===== config.mk =====
export PLATFORM = sky130hd
export DESIGN_NAME = cdc_hs_src_ctrl
export DESIGN_NICKNAME = d
export VERILOG_FILES = /design/src/rtl/cdc_hs_src_ctrl.sv
export SDC_FILE = /design/constraint.sdc
export NUM_CORES = 1
export LEC_CHECK = 0
export CORE_ASPECT_RATIO = 0.9
export CORE_MARGIN = 5
export CORE_UTILIZATION = 40
export DETAILED_ROUTE_END_ITERATION = 10
export MAX_ROUTING_LAYER = met4
export PLACE_DENSITY = 0.79
export SETUP_SLACK_MARGIN = 0.15
export SLEW_MARGIN = 5
export SYNTH_ARGS = -nofsm -noshare
export SYNTH_HDL_FRONTEND = slang
export SYNTH_SLANG_ARGS = --single-unit

===== constraint.sdc =====
create_clock -name clk_a -period 1.6 [get_ports clk_a]
set_clock_uncertainty 0.1 [all_clocks]
set_input_delay 0.16 -clock clk_a [delete_from_list [all_inputs] [get_ports clk_a]]
set_output_delay 0.16 -clock clk_a [all_outputs]
set_load 0.01 [all_outputs]

===== src/rtl/cdc_hs_src_ctrl.sv =====
// Source side of a 4-phase req/ack clock-domain crossing. It holds one payload word,
// raises xfer_req, waits for the synchronized ack edges and reports done or a timeout error.
module cdc_hs_src_ctrl #(
    parameter int WIDTH       = 32,
    parameter int SYNC_STAGES = 2,
    parameter int TIMEOUT     = 0
) (
    input  logic             clk_a,
    input  logic             rst_a,
    input  logic             in_valid,
    input  logic [WIDTH-1:0] in_data,
    output logic             in_ready,
    output logic             xfer_req,
    output logic [WIDTH-1:0] xfer_data,
    input  logic             xfer_ack,
    output logic             done,
    output logic             err,
    input  logic             err_clr
);

    // state  | meaning
    // IDLE   | waiting for a word; in_ready high once out of reset
    // REQ_HI | xfer_req high, waiting for ack_s to rise
    // REQ_LO | xfer_req low, waiting for ack_s to fall
    // ERR    | an ack edge timed out; waits for err_clr with ack_s low
    typedef enum logic [1:0] {
        IDLE   = 2'd0,
        REQ_HI = 2'd1,
        REQ_LO = 2'd2,
        ERR    = 2'd3
    } state_t;

    localparam logic        TMO_EN   = (TIMEOUT != 0);
    localparam logic [15:0] TMO_LAST = 16'(TIMEOUT - 1);

    state_t state, state_nxt;

    (* ASYNC_REG = "TRUE" *) logic [SYNC_STAGES-1:0] ack_sync;

    logic        ack_s;
    logic [15:0] tmo_cnt;
    logic        started;
    logic        accept;
    logic        tmo_hit;
    logic        done_nxt;

    always_ff @(posedge clk_a or negedge rst_a) begin
        if (!rst_a) begin
            ack_sync <= '0;
        end else begin
            ack_sync <= {ack_sync[SYNC_STAGES-2:0], xfer_ack};
        end
    end

    assign ack_s = ack_sync[SYNC_STAGES-1];

    // started keeps in_ready low until the first edge after reset release
    assign in_ready = started && (state == IDLE);
    assign accept   = in_valid && in_ready;
    assign tmo_hit  = TMO_EN && (tmo_cnt == TMO_LAST);

    // Exit conditions are tested before the timeout so a coincident ack edge wins.
    always_comb begin
        state_nxt = state;
        done_nxt  = 1'b0;
        case (state)
            IDLE: begin
                if (accept) begin
                    state_nxt = REQ_HI;
                end
            end
            REQ_HI: begin
                if (ack_s) begin
                    state_nxt = REQ_LO;
                end else if (tmo_hit) begin
                    state_nxt = ERR;
                end
            end
            REQ_LO: begin
                if (!ack_s) begin
                    state_nxt = IDLE;
                    done_nxt  = 1'b1;
                end else if (tmo_hit) begin
                    state_nxt = ERR;
                end
            end
            ERR: begin
                if (err_clr && !ack_s) begin
                    state_nxt = IDLE;
                end
            end
            default: begin
                state_nxt = IDLE;
            end
        endcase
    end

    always_ff @(posedge clk_a or negedge rst_a) begin
        if (!rst_a) begin
            state     <= IDLE;
            started   <= 1'b0;
            xfer_req  <= 1'b0;
            xfer_data <= '0;
            done      <= 1'b0;
            err       <= 1'b0;
            tmo_cnt   <= '0;
        end else begin
            state    <= state_nxt;
            started  <= 1'b1;
            xfer_req <= (state_nxt == REQ_HI);
            done     <= done_nxt;
            err      <= (state_nxt == ERR);
            if (accept) begin
                xfer_data <= in_data;
            end
            if (state_nxt != state) begin
                tmo_cnt <= '0;
            end else if (state == REQ_HI || state == REQ_LO) begin
                tmo_cnt <= tmo_cnt + 16'd1;
            end
        end
    end

endmodule


==> metrics.md <==
| Metric | Value |
|---|---|
| Max-cap viol count | `0` |
| Skew-Pair Late Insertion Delay | `around 0.28 ns` |
| Hold WS | `roughly 0.21 ns` |
| Row count | `21` |
| Core area | `3679 um^2` |
| Fin area | `2693 um^2` |
| Maximum vdd ir drop | `approximately 1100 uV` |
| Initial Utilization | `0.4088` |
| RD Place Congestion | `around 0.73` |
| CP max stage delay | `0.44 ns` |
| Startpoint type of the worst setup path | `register` |
| Overflow after GRT | `0` |
| Leakage power | `~0.0014 uW` |
| Number of port buffers | `72` |
| Cell area power density | `1735 nW/um^2` |
| CTS Buf Count | `5` |
| Clock sink count | `40` |
| Yosys warns | `0` |
| RSZ-0062 raised after global routing | `true` |
| Post-synth EDFFs | `0` |
| Global Route Usage Sum | `0.1555` |
| Worst Path Buf+Inv | `2` |
| Syn avg cell area | `16.17 um^2` |
| CP max stage cell | `dfrtp_2` |
| Outcome | `complete, no violations` |
| Crit Path Category | `reg -> reg` |
| N_diodes | `0` |
| Worst-path cell chain | `nor3_4 -> buf_12 -> clkbuf_16 -> mux2_4` |
| Placement Cell Area | `2280 um^2` |
| Post-Syn Area | `1504 um^2` |
| CTS root buf | `clkbuf_8` |
| Final wirelength | `4.146 mm` |
| Iter 0 DRT Violations | `67` |
| Synth area leaders | `dfrtp_1 (67%), mux2_2 (23%), buf_6 (3.0%)` |
| Period utilisation layout | `0.9521` |
| Routed len/inst | `18.26 um` |
| Horiz. Die Dim | `74.64 um` |
| Detail Route Antenna Nets | `0` |
| Seq cells post-synth | `40` |
| Sequential fraction of the synthesis area | `0.6656` |
| Initial antenna violation count | `0` |
| Drt drc | `0` |
| Synth Area in Simple Gates | `0.03161` |
| Die height | `~68 um` |
| Library cells used by synthesis | `14` |
| Vias in the first global route | `1209` |
| CTS tree | `done` |
| Final net count | `218` |
| Peak fanout along the critical path | `6` |
| Maximum buffer depth of the clock tree | `2` |
| Minimum clock period after layout | `1.523 ns` |
| Complex-gate fraction of the synthesized area | `0.01830` |
| DR vias | `roughly 1100` |
| CP required | `1.67 ns` |
| Endpoints failing hold | `0` |
| Main synth FF type | `dfrtp_1` |
| Drt pass-1 iters | `4` |
| Clock transition at path regs | `0.07 ns` |
| Share of layout cells above drive strength 1 | `0.3204` |
| Post-Route Utilization | `0.7320` |
| Synth Area in Adders | `0` |
| Area Growth Syn to Fin | `79.03%` |
| IO Pins | `between 70 and 80` |
| Filler instances | `~240` |
| Fmax achieved | `0.6564 GHz` |
| Routed vias/inst | `slightly below 5` |
| Die area | `around 5100 um^2` |
| Synth top area share | `0.6656` |
| Synth top cells by count | `dfrtp_1 (40), mux2_2 (31), buf_6 (4)` |
| Largest area contributor in the netlist | `dfrtp_1` |
| Syn Inst Count | `93` |
| Max Transition Viols Final | `0` |
| Worst Path Arrival | `between 1.5 and 2 ns` |
| Global-route wire length before repair | `roughly 5.5 mm` |
| Syn_nets | `130` |
| Hold Crit Class | `in -> reg` |
| Critical path endpoint category | `register` |
| CTS H-tree lvls | `2` |
| Dpl hpwl | `2.579 mm` |
| Largest family of logic cells by synthesized area | `multiplexers` |
| Post-synthesis mux area share | `0.2471` |
| Final setup fails | `0` |
| Most common cell in the netlist | `dfrtp_1` |
| Largest net degree at the start of global routing | `41` |
| Post-Synth XOR/XNOR Area | `0` |
| Delay-heaviest family, CP | `flip-flops` |
| Fraction of registers with async set/reset | `1.000` |
[repair_timing]
item,4_1_cts,5_1_grt
gates resized for setup,19,50
pin swaps,1,1
endpoints found under the hold margin,40,0
cloned,1,3
hold buffers,1,0
buffers inserted,4,1
endpoints found under the setup margin,47,50
[placed cells by master, fill, tap and decap left out, drive strengths merged]
cell type      instances
dlygate4sd3            1
o21ai                  2
mux2                  33
nand2                  2
dlygate4sd2           15
a21oi                  2
nor3b                  1
nor3                   2
dlymetal6s2s          17
a211oi                 1
nor2                   3
clkdlybuf4s50         39
inv                    2
conb                   1
dfrtp                 40
clkbuf                10
buf                   10
[through the flow]
step / power (uW) / setup TNS (ns) / setup slack (ns) / instances
4_1_cts: 4341 / 0 / 0.08906 / 223
2_1_floorplan: 2523 / 0 / 0.1421 / 93
3_3_place_gp: 3584 / -5.262 / -0.1740 / 210
5_1_grt: 4941 / 0 / 0.03186 / 227
6_report: 4673 / 0 / 0.07665 / 227
3_5_place_dp: 3670 / -5.862 / -0.2045 / 210
[routing by layer]
| layer | global-route usage | wire length (um) |
|---|---|---|
| met1 | 0.1752 | 1678 |
| met2 | 0.2500 | 2046 |
| met4 | 0.06000 | 46 |
| met3 | 0.06167 | 374 |
| met5 | - | 0 |
[layout make-up]
cell class	instances	area (um^2)	share of cell area
inverters	2	7.507	0.002788
multi-input cells	47	578.1	0.2147
clock buffers	7	96.34	0.03578
well taps	46	57.56	0.02138
flip-flops and latches	40	1003	0.3727
repair buffers	85	949.7	0.3527
[sequential cells by signal, indices dropped and copies added (netlist names)]
name	flops
xfer_data	32
ack_sync	2
state	2
done	1
err	1
started	1
xfer_req	1
[where the power goes]
group | internal (uW) | switching [uW] | total (uW)
logic | 1430 | 783 | 2210
clock network | 384 | 319 | 703
registers | 1480 | 283 | 1760
[final timing paths]
path | from | endpoint | slack (ns) | cells past startpoint
setup reg to reg | state[0] | xfer_data[8] | 0.08 | 4
hold / removal | xfer_ack | ack_sync[0] | 0.21 | 1
max in group asynchronous | rst_a | state[0] | 0.68 | 3
hold reg to reg | ack_sync[0] | ack_sync[1] | 0.26 | 0
min in group asynchronous | rst_a | xfer_data[7] | 0.35 | 3
setup / recovery | state[0] | xfer_data[8] | 0.08 | 4
[logic make-up (layout without fill, tap and decap cells)]
kind of cell | after synthesis | in the layout
simple gates | 8 | 8
flops | 40 | 40
other cells | 1 | 1
buf+inv | 6 | 94
mux | 33 | 33
compound gates | 5 | 5
(Power assumes the default switching activity.)
